## config.mk

```make
export PLATFORM = sky130hd
export DESIGN_NAME = fan_run_ctrl_flat
export DESIGN_NICKNAME = d
export VERILOG_FILES = /design/src/rtl/fan_run_ctrl_if.sv /design/src/rtl/fan_run_ctrl.sv /design/src/flat_wrapper.sv
export SDC_FILE = /design/constraint.sdc
export NUM_CORES = 1
export LEC_CHECK = 0
export CAP_MARGIN = 20
export CELL_PAD_IN_SITES_DETAIL_PLACEMENT = 1
export CELL_PAD_IN_SITES_GLOBAL_PLACEMENT = 1
export CORE_UTILIZATION = 40
export CTS_CLUSTER_SIZE = 40
export DETAILED_ROUTE_END_ITERATION = 8
export PLACE_DENSITY_LB_ADDON = 0.1
export SLEW_MARGIN = 25
export SYNTH_ARGS = -nofsm -noshare
export SYNTH_HDL_FRONTEND = slang
export SYNTH_SLANG_ARGS = --single-unit
```

## constraint.sdc

```tcl
create_clock -name clk -period 11.4 [get_ports clk]
set_input_delay 2.28 -clock clk [delete_from_list [all_inputs] [get_ports clk]]
set_output_delay 2.28 -clock clk [all_outputs]
set_load 0.05 [all_outputs]
```

## src/rtl/fan_run_ctrl_if.sv

```systemverilog
// Fan controller boundary: timer status and button in, motor PWM and LED status out.
// The master side is the timer / board top level. The slave side is fan_run_ctrl.
interface fan_run_ctrl_if;
   logic        btn_speed;
   logic        timer_start;
   logic        start_stop;
   logic [15:0] timer_value;
   logic        pwm_out;
   logic [3:0]  speed_led;
   logic        run;
   logic        warn;

   modport master (
      output btn_speed, timer_start, start_stop, timer_value,
      input  pwm_out, speed_led, run, warn
   );

   modport slave (
      input  btn_speed, timer_start, start_stop, timer_value,
      output pwm_out, speed_led, run, warn
   );
endinterface

```

## src/rtl/fan_run_ctrl.sv

```systemverilog
// Fan run controller: speed selection FSM, soft-start duty ramp, motor PWM and timeout handling.
// It also blinks a warning during the last minutes of an armed timer.
module fan_run_ctrl #(
   parameter int PWM_STEP_DIV = 100,
   parameter int RAMP_DIV     = 1000000,
   parameter int BLINK_DIV    = 50000000,
   parameter int DUTY_LOW     = 30,
   parameter int DUTY_MID     = 60,
   parameter int DUTY_HIGH    = 100
) (
   input  logic         clk,
   input  logic         reset_p,
   fan_run_ctrl_if.slave bus
);

   localparam int PRE_W   = (PWM_STEP_DIV > 1) ? $clog2(PWM_STEP_DIV) : 1;
   localparam int RAMP_W  = (RAMP_DIV > 1)     ? $clog2(RAMP_DIV)     : 1;
   localparam int BLINK_W = (BLINK_DIV > 1)    ? $clog2(BLINK_DIV)    : 1;

   // One-hot encoding so the state register drives speed_led directly.
   typedef enum logic [3:0] {
      S_OFF  = 4'b0001,
      S_LOW  = 4'b0010,
      S_MID  = 4'b0100,
      S_HIGH = 4'b1000
   } state_t;

   state_t               r_state;
   logic                 r_btn_d;
   logic                 r_ss_d;
   logic [6:0]           r_duty;
   logic [RAMP_W-1:0]    r_ramp_cnt;
   logic [PRE_W-1:0]     r_pwm_pre;
   logic [6:0]           r_pwm_cnt;
   logic                 r_pwm_out;
   logic                 r_run;
   logic                 r_warn;
   logic                 r_warn_act;
   logic [BLINK_W-1:0]   r_blink_cnt;

   logic                 w_btn_rise;
   logic                 w_lock;
   logic                 w_timeout;
   logic                 w_ramp_tick;
   logic                 w_pwm_tick;
   logic                 w_warn_cond;
   logic [6:0]           w_target;

   function automatic logic [6:0] f_target(input state_t s);
      case (s)
         S_OFF:   f_target = 7'd0;
         S_LOW:   f_target = 7'(DUTY_LOW);
         S_MID:   f_target = 7'(DUTY_MID);
         S_HIGH:  f_target = 7'(DUTY_HIGH);
         default: f_target = 7'd0;
      endcase
   endfunction

   assign w_btn_rise  = bus.btn_speed & ~r_btn_d;
   assign w_lock      = bus.timer_start & bus.start_stop;
   assign w_timeout   = w_lock & ~r_ss_d;
   assign w_ramp_tick = (r_ramp_cnt == RAMP_W'(RAMP_DIV - 1));
   assign w_pwm_tick  = (r_pwm_pre == PRE_W'(PWM_STEP_DIV - 1));
   assign w_warn_cond = bus.timer_start & ~bus.start_stop &
                        (bus.timer_value[15:4] == 12'd0) & (bus.timer_value != 16'd0);
   assign w_target    = f_target(r_state);

   // Speed FSM; an expired armed timer holds it at OFF and beats any button edge.
   always_ff @(posedge clk or posedge reset_p) begin
      if (reset_p) begin
         r_state <= S_OFF;
         r_btn_d <= 1'b0;
         r_ss_d  <= 1'b0;
      end else begin
         r_btn_d <= bus.btn_speed;
         r_ss_d  <= bus.start_stop;
         if (w_lock) begin
            r_state <= S_OFF;
         end else if (w_btn_rise) begin
            case (r_state)
               S_OFF:   r_state <= S_LOW;
               S_LOW:   r_state <= S_MID;
               S_MID:   r_state <= S_HIGH;
               S_HIGH:  r_state <= S_OFF;
               default: r_state <= S_OFF;
            endcase
         end else begin
            r_state <= r_state;
         end
      end
   end

   // Soft-start ramp; a timeout drops the duty at once and restarts the ramp phase.
   always_ff @(posedge clk or posedge reset_p) begin
      if (reset_p) begin
         r_ramp_cnt <= '0;
         r_duty     <= 7'd0;
      end else if (w_timeout) begin
         r_ramp_cnt <= '0;
         r_duty     <= 7'd0;
      end else begin
         r_ramp_cnt <= w_ramp_tick ? '0 : r_ramp_cnt + RAMP_W'(1);
         if (w_ramp_tick && (r_duty < w_target)) begin
            r_duty <= r_duty + 7'd1;
         end else if (w_ramp_tick && (r_duty > w_target)) begin
            r_duty <= r_duty - 7'd1;
         end else begin
            r_duty <= r_duty;
         end
      end
   end

   // PWM step counter and registered compare; a timeout also blanks the outputs on the same edge.
   always_ff @(posedge clk or posedge reset_p) begin
      if (reset_p) begin
         r_pwm_pre <= '0;
         r_pwm_cnt <= 7'd0;
         r_pwm_out <= 1'b0;
         r_run     <= 1'b0;
      end else begin
         r_pwm_pre <= w_pwm_tick ? '0 : r_pwm_pre + PRE_W'(1);
         if (w_pwm_tick) begin
            r_pwm_cnt <= (r_pwm_cnt == 7'd99) ? 7'd0 : r_pwm_cnt + 7'd1;
         end else begin
            r_pwm_cnt <= r_pwm_cnt;
         end
         if (w_timeout) begin
            r_pwm_out <= 1'b0;
            r_run     <= 1'b0;
         end else begin
            r_pwm_out <= (r_pwm_cnt < r_duty);
            r_run     <= (r_duty != 7'd0);
         end
      end
   end

   // Warning blink: starts high on the first qualifying cycle and toggles every BLINK_DIV cycles.
   always_ff @(posedge clk or posedge reset_p) begin
      if (reset_p) begin
         r_warn      <= 1'b0;
         r_warn_act  <= 1'b0;
         r_blink_cnt <= '0;
      end else if (!w_warn_cond) begin
         r_warn      <= 1'b0;
         r_warn_act  <= 1'b0;
         r_blink_cnt <= '0;
      end else if (!r_warn_act) begin
         r_warn      <= 1'b1;
         r_warn_act  <= 1'b1;
         r_blink_cnt <= '0;
      end else if (r_blink_cnt == BLINK_W'(BLINK_DIV - 1)) begin
         r_warn      <= ~r_warn;
         r_warn_act  <= 1'b1;
         r_blink_cnt <= '0;
      end else begin
         r_warn      <= r_warn;
         r_warn_act  <= 1'b1;
         r_blink_cnt <= r_blink_cnt + BLINK_W'(1);
      end
   end

   assign bus.pwm_out   = r_pwm_out;
   assign bus.speed_led = r_state;
   assign bus.run       = r_run;
   assign bus.warn      = r_warn;

endmodule

```

## src/flat_wrapper.sv

```systemverilog
// flat-port wrapper written by rule: the top's interface ports become plain ports
module fan_run_ctrl_flat 
#(
   parameter int PWM_STEP_DIV = 100,
   parameter int RAMP_DIV     = 1000000,
   parameter int BLINK_DIV    = 50000000,
   parameter int DUTY_LOW     = 30,
   parameter int DUTY_MID     = 60,
   parameter int DUTY_HIGH    = 100
)
  (clk, reset_p, bus_btn_speed, bus_timer_start, bus_start_stop, bus_timer_value, bus_pwm_out, bus_speed_led, bus_run, bus_warn);
  fan_run_ctrl_if bus_i ();
  input  logic clk;
  input  logic reset_p;
  input wire logic [$bits(bus_i.btn_speed)-1:0] bus_btn_speed;
  input wire logic [$bits(bus_i.timer_start)-1:0] bus_timer_start;
  input wire logic [$bits(bus_i.start_stop)-1:0] bus_start_stop;
  input wire logic [$bits(bus_i.timer_value)-1:0] bus_timer_value;
  output wire logic [$bits(bus_i.pwm_out)-1:0] bus_pwm_out;
  output wire logic [$bits(bus_i.speed_led)-1:0] bus_speed_led;
  output wire logic [$bits(bus_i.run)-1:0] bus_run;
  output wire logic [$bits(bus_i.warn)-1:0] bus_warn;
  assign bus_i.btn_speed = bus_btn_speed;
  assign bus_i.timer_start = bus_timer_start;
  assign bus_i.start_stop = bus_start_stop;
  assign bus_i.timer_value = bus_timer_value;
  assign bus_pwm_out = bus_i.pwm_out;
  assign bus_speed_led = bus_i.speed_led;
  assign bus_run = bus_i.run;
  assign bus_warn = bus_i.warn;
  fan_run_ctrl #(.PWM_STEP_DIV(PWM_STEP_DIV), .RAMP_DIV(RAMP_DIV), .BLINK_DIV(BLINK_DIV), .DUTY_LOW(DUTY_LOW), .DUTY_MID(DUTY_MID), .DUTY_HIGH(DUTY_HIGH)) u_core (.clk(clk), .reset_p(reset_p), .bus(bus_i));
endmodule
```

Word level (Yosys, flattened, before mapping)
Index checks and enable logic that the tools add are counted.

operators by class
  add/sub/neg operators = 6
  order comparisons = 3
  eq/ne operators = 9
  mux-type cells = 20
  bitwise logic cells = 10
  reductions and logical operators = 7

operators by type and width
  kind                     count
  $mux W26                 3
  $mux W20                 2
  $mux W7                  5
  $add A26 B1 Y26 const B  1
  $eq A26 B26 Y1 const B   1
  $add A7 B1 Y7 const B    3
  $pmux W7 S3              1
  $add A20 B1 Y20 const B  1
  $eq A20 B20 Y1 const B   1
  $reduce_bool A16 Y1      1
  $eq A7 B7 Y1 const B     2
  $lt A7 B7 Y1             2
  $logic_not A12 Y1        1
  $pmux W4 S3              1
  $mux W4                  2
  $gt A7 B7 Y1             1
  $reduce_bool A7 Y1       1
  $sub A7 B1 Y7 const B    1
  $and A1 B1 Y1            6
  $mux W1                  6
  $eq A4 B1 Y1 const B     1
  $eq A4 B2 Y1 const B     1
  $eq A4 B3 Y1 const B     1
  $eq A4 B4 Y1 const B     1
  other kinds (5)          9

storage, ports and cells
  flip-flop bits (word level) = 77
  bits of input ports = 21
  output and inout bits = 7
  word-level logic and storage cells = 67

Longest topological paths before layout
Gate-level depths: netlist of run 1.

  word-level depth = 7
  depth in mapped cells = 17
  depth with buffers taken out = 17

Least setup slack after synthesis of run 1
No wires, ideal clock.

  path kind = register to register
  start = register u_core.r_state[2], in the netlist u_core.bus.speed_led[2]
  end = register u_core.r_duty[6]
  library setup time = 0.087 ns
  arrival time = 3.881 ns
  data required time = 11.313 ns
  setup slack = 7.432 ns
  stages on the path, launching flop included = 17
  buffers on the path = 0
  clock period less this slack = 3.968 ns
  cells stage by stage = dfrtp_1 > xor2_1 > nand2b_1 > or2_2 > and2_1 > ha_1 > nand2b_1 > a21oi_1 > a211oi_1 > nand2_1 > ha_1 > o21ai_0 > a21oi_1 > o21a_1 > o211a_1 > or4_1 > o211ai_1

on the way
  word-level cells in the longest chain between the ends = 6
  elaborated cells on any way between the ends = 11
  those cells by class = order compare: 2; eq/ne: 3; mux: 3; reduce/logical: 3

ends and longest elaborated chain
  element                                     line                 source
  start, declared                             fan_run_ctrl.sv:28   state_t r_state;
  start signal, assigned                      fan_run_ctrl.sv:88   r_state <= r_state;
  $eq A4 B4 Y1, or another cell as far along  fan_run_ctrl.sv:50   case (s)
  $pmux W7 S3 (*)                             fan_run_ctrl.sv:50
  $lt A7 B7 Y1                                fan_run_ctrl.sv:103  if (w_ramp_tick && (r_duty < w_target)) begin
  $logic_and A1 B1 Y1                         fan_run_ctrl.sv:103
  $mux W7                                     fan_run_ctrl.sv:103
  $mux W7                                     fan_run_ctrl.sv:98   end else if (w_timeout) begin
  end signal, assigned                        fan_run_ctrl.sv:104  r_duty <= r_duty + 7'd1;
  end signal, assigned                        fan_run_ctrl.sv:106  r_duty <= r_duty - 7'd1;
  end signal, assigned                        fan_run_ctrl.sv:108  r_duty <= r_duty;
  end, declared                               fan_run_ctrl.sv:31   logic [6:0] r_duty;

Mark *: on every way between the ends. The rest lies on a longest branch, timed or not.
A chain may end at the register's enable or synchronous reset.

Worst setup path in the final report of run 1
Ends and elaborated chain as after synthesis.

==> results.sh, run 1 <==
export IMPL_p_leak_nw=2.038
export IMPL_grt_util_all_layers_pct=18.88
export IMPL_ys_seq_area_share_pct=47.10
export IMPL_post_route_period_util_pct=38.51
export IMPL_arrival_ns=4.66
export IMPL_cts_buffer_depth=2
export IMPL_final_util_pct=48.08
export IMPL_synth_main_ff_cell="dfrtp_1"
export IMPL_fin_crit_ns=4.390
export IMPL_fillerInstances=1109
export IMPL_place_inst=569
export IMPL_ctsHtreeMaxLevel=3
export IMPL_fin_tns_setup_ns=0
export IMPL_synth_edf_count=0
export IMPL_switching_power_mw=0.2375
export IMPL_die_x_um=103.2
export IMPL_layout_commonest_cell="dfrtp_1"
export IMPL_tritoncts="done"
export IMPL_max_slew_margin_rel_pct=40.97
export IMPL_synth_cell_type_count=51
export IMPL_dp_hpwl_um=6287
export IMPL_finalWeightedCongestion=0.7253
export IMPL_cp_slowest_cell="a211oi_1"
export IMPL_avgRoutedWirePerCell_um=15.20
export IMPL_synth_warnings=0
export IMPL_whs_path_depth=1
export IMPL_grt_pass1_wl_um=15480
export IMPL_critPathMaxStageDelay_ns=0.62
export IMPL_drc=0
export IMPL_instances_no_fill=585
export IMPL_antenna_found_initial=0
export IMPL_finalHoldViolations=0
export IMPL_grt_max_degree=78
export IMPL_async_reset_ff_share_pct=100.0
export IMPL_cts_hold_buf=0
export IMPL_whs_ns=0.5072
export IMPL_crit_chain="xor2_1 > nand2b_1 > or2_2 > and2_1 > ha_1 > nand2b_1 > a21oi_1 > a211oi_1 > nand2_1 > ha_1 > o21ai_0 > a21oi_1 > o21a_1 > o211a_1 > or4_1 > o211ai_1"
export IMPL_layout_common_cells="76 x dfrtp_1, 62 x nor2_1, 35 x xor2_1"
export IMPL_fin_ws_ns=7.010
export IMPL_pre_cts_ws_ns=6.877
export IMPL_ys_ff_latch=77
export IMPL_cts_made_buffers=9
export IMPL_vias=3103
export IMPL_power_frac_comb_pct=24.6
export IMPL_clk_latency_ns=0.35
export IMPL_drt_first_iter_violations=67
export IMPL_drv_cap=0
export IMPL_ir_drop_uv=60.84
export IMPL_finalSetupViolCount=0
export IMPL_start_util_pct=41.50
export IMPL_pwr_share_seq_pct=43.9
export IMPL_via_per_inst=5.304
export IMPL_rsz0062_at_grt="false"
export IMPL_coreArea_um2=9864
export IMPL_clock_power_share_pct=31.5
export IMPL_cts_resized=0
export IMPL_final_nets=491
export IMPL_end_kind="flip-flop"
export IMPL_drive_gt1_share_pct=6.195
export IMPL_internal_power_mw=0.5021
export IMPL_placementRows=36
export IMPL_path_clk_slew_ns=0.08
export IMPL_finClkSkew_ns=0.009039
export IMPL_status="finished, final reports clean"
export IMPL_critPathLaunchType="flip-flop"
export IMPL_io_buffers=27
export IMPL_syn_num_nets=458
export IMPL_die_h_um=103.2
export IMPL_postSynthAreaPerCell_um2=9.889
export IMPL_die_area_um2=10640
export IMPL_fmaxAchievable_ghz=0.2278
export IMPL_hp_class="flip-flop to flip-flop"
export IMPL_critPathKind="flip-flop to flip-flop"
export IMPL_syn_to_final_growth_pct=15.86
export IMPL_overflow=0
export IMPL_crit_fanout=8
export IMPL_num_io_pins=28
export IMPL_n_antenna_cell=0
export IMPL_netlist_instances=414
export IMPL_slew_violations=0
export IMPL_detail_route_antenna_nets=0
export IMPL_rr_worst_depth=16
export IMPL_drt_total_wl_um=8893
export IMPL_cts_root_buffer="clkbuf_8"
export IMPL_cts_setup_buffers=0
export IMPL_swShare_pct=32.11
export IMPL_first_global_vias=3243
export IMPL_drtPass1Iterations=4
export IMPL_synthesis_area_um2=4094
export IMPL_required_ns=11.67
export IMPL_worst_pin_slew_ns=0.8787
export IMPL_numClockSinks=77
export IMPL_power_density_nw_per_um2=155.9
==> synth_stat cells, drive strengths merged, types with 10 or more instances <==
master | n | share of area (%)
nand2 | 31 | 2.8
inv | 14 | 1.3
xor2 | 35 | 7.5
xnor2 | 17 | 3.6
a21oi | 10 | 1.2
nand4 | 14 | 2.1
and3 | 12 | 2.1
o21ai | 11 | 1.3
nor2 | 62 | 5.7
ha | 22 | 6.7
nand3 | 31 | 4.1
dfrtp | 76 | 46
==> area by class of cell <==
| type | instances | area, um2 | area share (%) |
|---|---|---|---|
| timing repair buffer | 29 | 289.0 | 6.093 |
| inverter | 14 | 53.80 | 1.134 |
| sequential | 77 | 1928 | 40.65 |
| multi-input combinational | 316 | 2082 | 43.89 |
| tap | 133 | 166.4 | 3.508 |
| clock inverter | 6 | 86.33 | 1.820 |
| clock buffer | 10 | 137.6 | 2.902 |
==> cells by family after synthesis <==
group                      share of synthesized area [%]
DFF                                                47.10
adders and majority gates                          7.213
xor gates and xnor gates                           11.12
muxes                                             0.5196
buffers and inverters                              2.506
and+or+nand+nor                                    23.99
AOI/OAI and AO/OA                                  7.549
==> through the flow <==
step                power, mW  area [um2]
floorplan              0.4547        4094
global placement       0.5016        4504
detailed placement     0.5130        4504
CTS                    0.7500        4728
global route           0.7942        4743
finish                 0.7396        4743
==> state kept, by name (all words and copies together) (netlist names) <==
register	count
u_core.bus.warn	1
u_core.bus.run	1
u_core.r_pwm_cnt	7
u_core.r_warn_act	1
u_core.r_ss_d	1
u_core.r_btn_d	1
u_core.r_ramp_cnt	20
u_core.bus.speed_led	4
u_core.r_pwm_pre	7
u_core.r_duty	7
u_core.r_blink_cnt	26
u_core.bus.pwm_out	1
==> power groups by stage <==
| stage | Combinational [mW] | Clock (mW) | Sequential, mW |
|---|---|---|---|
| after floorplan | 0.124 | 0 | 0.331 |
| after global placement | 0.172 | 0 | 0.329 |
| after detailed placement | 0.183 | 0 | 0.330 |
| after CTS | 0.184 | 0.241 | 0.325 |
| after global routing | 0.212 | 0.253 | 0.329 |
| final | 0.182 | 0.233 | 0.325 |
==> critical path, delay by kind of cell (launching register included) <==
family,cells,cell delay [ns]
flip-flops,1,0.49
adder cells (fa/ha/maj),2,0.72
XOR/XNOR,1,0.19
AND/OR/NAND/NOR,6,1.47
AO/OA/AOI/OAI,7,1.42
==> layer usage <==
layer	global-route usage (%)	routed length (um)	share of wire, %	vias up
met5	0	0	0	-
met4	5.959	120	1.3	0
met3	4.136	182	2.0	9
met2	30.46	4302	48	21
met1	25.34	4287	48	1545
li1	-	-	-	1528
==> worst paths after layout <==
check | from | endpoint | slack (ns)
max | u_core.bus.speed_led[2]$_DFFE_PP0P_ | u_core.r_duty[6]$_DFFE_PP0P_ | 7.01
min | u_core.r_ramp_cnt[0]$_DFF_PP0_ | u_core.r_ramp_cnt[0]$_DFF_PP0_ | 0.51
max reg2reg | u_core.bus.speed_led[2]$_DFFE_PP0P_ | u_core.r_duty[6]$_DFFE_PP0P_ | 7.01
min reg2reg | u_core.r_ramp_cnt[0]$_DFF_PP0_ | u_core.r_ramp_cnt[0]$_DFF_PP0_ | 0.51
max in group asynchronous | reset_p | u_core.r_duty[5]$_DFFE_PP0P_ | 8.48
min in group asynchronous | reset_p | u_core.r_ramp_cnt[7]$_DFF_PP0_ | 2.43
No activity file was read; power rests on OpenSTA's default activity.
==> run 2: changes to the inputs <==
==> constraint.sdc (replaced) <==
create_clock -name clk -period 4.2 [get_ports clk]
set_input_delay 0.84 -clock clk [delete_from_list [all_inputs] [get_ports clk]]
set_output_delay 0.84 -clock clk [all_outputs]
set_load 0.05 [all_outputs]
==> run 2 against run 1 <==
  * First-iteration DRC count up 7.5%
  * Cell area decreased by 0.79%
  * Wire length is 2.0% lower
  * Clock power rose by 110%
  * Sequential power grew to 2.7 times the previous value
  * Highest routed layer unchanged
==> results.sh, run 2 (synthesis gave the netlist of run 1 again) <==
export IMPL_status="finished, final reports clean"
export IMPL_die_h_um=103.2
export IMPL_placementRows=36
export IMPL_largest_reg_flops=26
export IMPL_hold_path_end="u_core.r_pwm_pre[4]$_DFF_PP0_"
export IMPL_finalHoldViolations=0
export IMPL_overflow=0
export IMPL_die_x_um=103.2
export IMPL_numClockSinks=77
export IMPL_vias=3110
export IMPL_power_mw=1.877
export IMPL_clock_power_share_pct=26.6
export IMPL_critical_path_top_delay_family="simple AND/OR/NAND/NOR gates"
export IMPL_reg2reg_slack_ns=0.22
export IMPL_worst_pin_slew_ns=0.8777
export IMPL_drtPass1Iterations=4
export IMPL_fin_ws_ns=0.2235
export IMPL_switching_power_mw=0.6338
export IMPL_pre_cts_ws_ns=0.01001
export IMPL_rr_worst_depth=16
export IMPL_layout_common_cells="76 x dfrtp_1, 62 x nor2_1, 35 x xor2_1"
export IMPL_grt_max_degree=51
export IMPL_coreArea_um2=9864
export IMPL_drt_first_iter_violations=72
export IMPL_io_buffers=27
export IMPL_cts_root_buffer="clkbuf_8"
export IMPL_finalSetupViolCount=0
export IMPL_p_leak_nw=2.019
export IMPL_syn_to_final_growth_pct=14.94
export IMPL_max_slew_margin_rel_pct=41.04
export IMPL_start_util_pct=41.50
export IMPL_finish_instance_area_um2=4706
export IMPL_drc=0
export IMPL_required_ns=4.46
export IMPL_via_per_inst=5.307
export IMPL_cp_buffers_inverters=0
export IMPL_r2r_end="u_core.r_duty[6]$_DFFE_PP0P_"
export IMPL_final_nets=493
export IMPL_grt_pass1_wl_um=14730
export IMPL_layout_commonest_cell="dfrtp_1"
export IMPL_crit_fanout=8
export IMPL_critPathMaxStageDelay_ns=0.47
export IMPL_crit_chain="xor2_1 > nand2b_1 > or2_2 > and2_1 > ha_1 > nand2b_1 > a21oi_1 > a211oi_2 > nand2_2 > ha_1 > o21ai_0 > a21oi_1 > o21a_1 > o211a_1 > or4_1 > o211ai_1"
export IMPL_fmaxAchievable_ghz=0.2515
export IMPL_arrival_ns=4.24
export IMPL_fin_tns_setup_ns=0
export IMPL_detail_route_antenna_nets=0
export IMPL_rr_startpoint="u_core.bus.speed_led[2]$_DFFE_PP0P_"
export IMPL_num_io_pins=28
export IMPL_drv_cap=0
export IMPL_tritoncts="done"
export IMPL_first_global_vias=3058
export IMPL_instances_no_fill=586
export IMPL_regMostFlops="u_core.r_blink_cnt"
export IMPL_swShare_pct=33.76
export IMPL_pwr_share_seq_pct=46.9
export IMPL_cts_made_buffers=9
export IMPL_hp_start="u_core.r_pwm_pre[4]$_DFF_PP0_"
export IMPL_rsz0062_at_grt="false"
export IMPL_drt_total_wl_um=8718
export IMPL_fin_crit_ns=3.976
export IMPL_critPathKind="flip-flop to flip-flop"
export IMPL_dp_hpwl_um=6293
export IMPL_ctsHtreeMaxLevel=3
export IMPL_cp_slowest_cell="dfrtp_1"
export IMPL_clk_latency_ns=0.35
export IMPL_path_clk_slew_ns=0.08
export IMPL_critPathLaunchType="flip-flop"
export IMPL_antenna_found_initial=0
export IMPL_internal_power_mw=1.244
export IMPL_reg_top3="u_core.r_blink_cnt (26), u_core.r_ramp_cnt (20)"
export IMPL_end_kind="flip-flop"
export IMPL_cts_hold_buf=0
export IMPL_power_density_nw_per_um2=399.0
export IMPL_ir_drop_uv=160.0
export IMPL_slew_violations=0
export IMPL_n_antenna_cell=0
export IMPL_place_inst=571
export IMPL_finClkSkew_ns=0.01716
export IMPL_hp_class="flip-flop to flip-flop"
export IMPL_post_route_period_util_pct=94.68
export IMPL_whs_path_depth=1
export IMPL_avgRoutedWirePerCell_um=14.88
export IMPL_cts_buffer_depth=2
export IMPL_power_frac_comb_pct=26.5
export IMPL_finalWeightedCongestion=0.7646
export IMPL_dpl_cell_area_um2=4519
export IMPL_drive_gt1_share_pct=6.623
export IMPL_die_area_um2=10640
export IMPL_grt_util_all_layers_pct=18.07
## run 2: changes by cell type in the layout (fill, tap and decap cells not counted), sizes merged
cell / delta
clkinvlp: +1
clkinv: -2
inv: +1
buf: +2
clkbuf: +1
bufinv: -2
## run 2: layer usage
layer	global-route usage [%]	vias to the layer above	wire (um)
li1	-	1527	-
met4	5.525	0	78
met1	24.35	1562	4297
met5	0	-	0
met3	3.254	7	150
met2	29.64	14	4192
## run 2: layout make-up
cell class                 instances  area (um2)
multi-input combinational        316        2090
sequential                        77        1928
inverter                          14       55.05
clock inverter                     4       25.02
fill                            1118        5159
clock buffer                      11       141.4
tap                              133       166.4
timing repair buffer              31       300.3
## run 2: repair_timing
action,in CTS,in global routing
gates resized for setup,1,1
hold endpoints to repair,0,0
setup buffers,0,0
setup endpoints to repair,1,1
## run 2: how the worst max path moves through the flow
stage | from | endpoint | slack, ns | cells after the start
5_1_grt | u_core.bus.speed_led[2]$_DFFE_PP0P_ | u_core.r_duty[6]$_DFFE_PP0P_ | 0.01 | 16
6_report | u_core.bus.speed_led[2]$_DFFE_PP0P_ | u_core.r_duty[6]$_DFFE_PP0P_ | 0.22 | 16
3_5_place_dp | u_core.bus.speed_led[2]$_DFFE_PP0P_ | u_core.r_duty[6]$_DFFE_PP0P_ | 0.01 | 16
3_3_place_gp | u_core.bus.speed_led[2]$_DFFE_PP0P_ | u_core.r_duty[6]$_DFFE_PP0P_ | 0.21 | 16
4_1_cts | u_core.bus.speed_led[2]$_DFFE_PP0P_ | u_core.r_duty[6]$_DFFE_PP0P_ | 0.21 | 16
2_1_floorplan | u_core.bus.speed_led[2]$_DFFE_PP0P_ | u_core.r_duty[6]$_DFFE_PP0P_ | 0.23 | 16
## run 2: worst reg2reg max path, stage by stage (launching register included)
cell	delay (ns)
dfrtp_1	0.47
xor2_1	0.21
nand2b_1	0.09
or2_2	0.31
and2_1	0.15
ha_1	0.30
nand2b_1	0.08
a21oi_1	0.08
a211oi_2	0.42
nand2_2	0.20
ha_1	0.38
o21ai_0	0.16
a21oi_1	0.08
o21a_1	0.19
o211a_1	0.22
or4_1	0.46
o211ai_1	0.11
## run 2: stage by stage
| step | hold slack [ns] | utilization, % |
|---|---|---|
| floorplan | 0.4553 | - |
| global placement | 0.4799 | 45.81 |
| detailed placement | 0.4842 | 45.81 |
| CTS | 0.4992 | 47.55 |
| global route | 0.5304 | 47.70 |
| finish | 0.4927 | 47.70 |
## run 2: power by group through the flow
stage	Clock (mW)	Sequential, mW	Combinational (mW)
floorplan	0	0.898	0.336
global placement	0	0.894	0.463
detailed placement	0	0.896	0.490
CTS	0.518	0.882	0.499
global route	0.545	0.891	0.579
finish	0.499	0.881	0.498
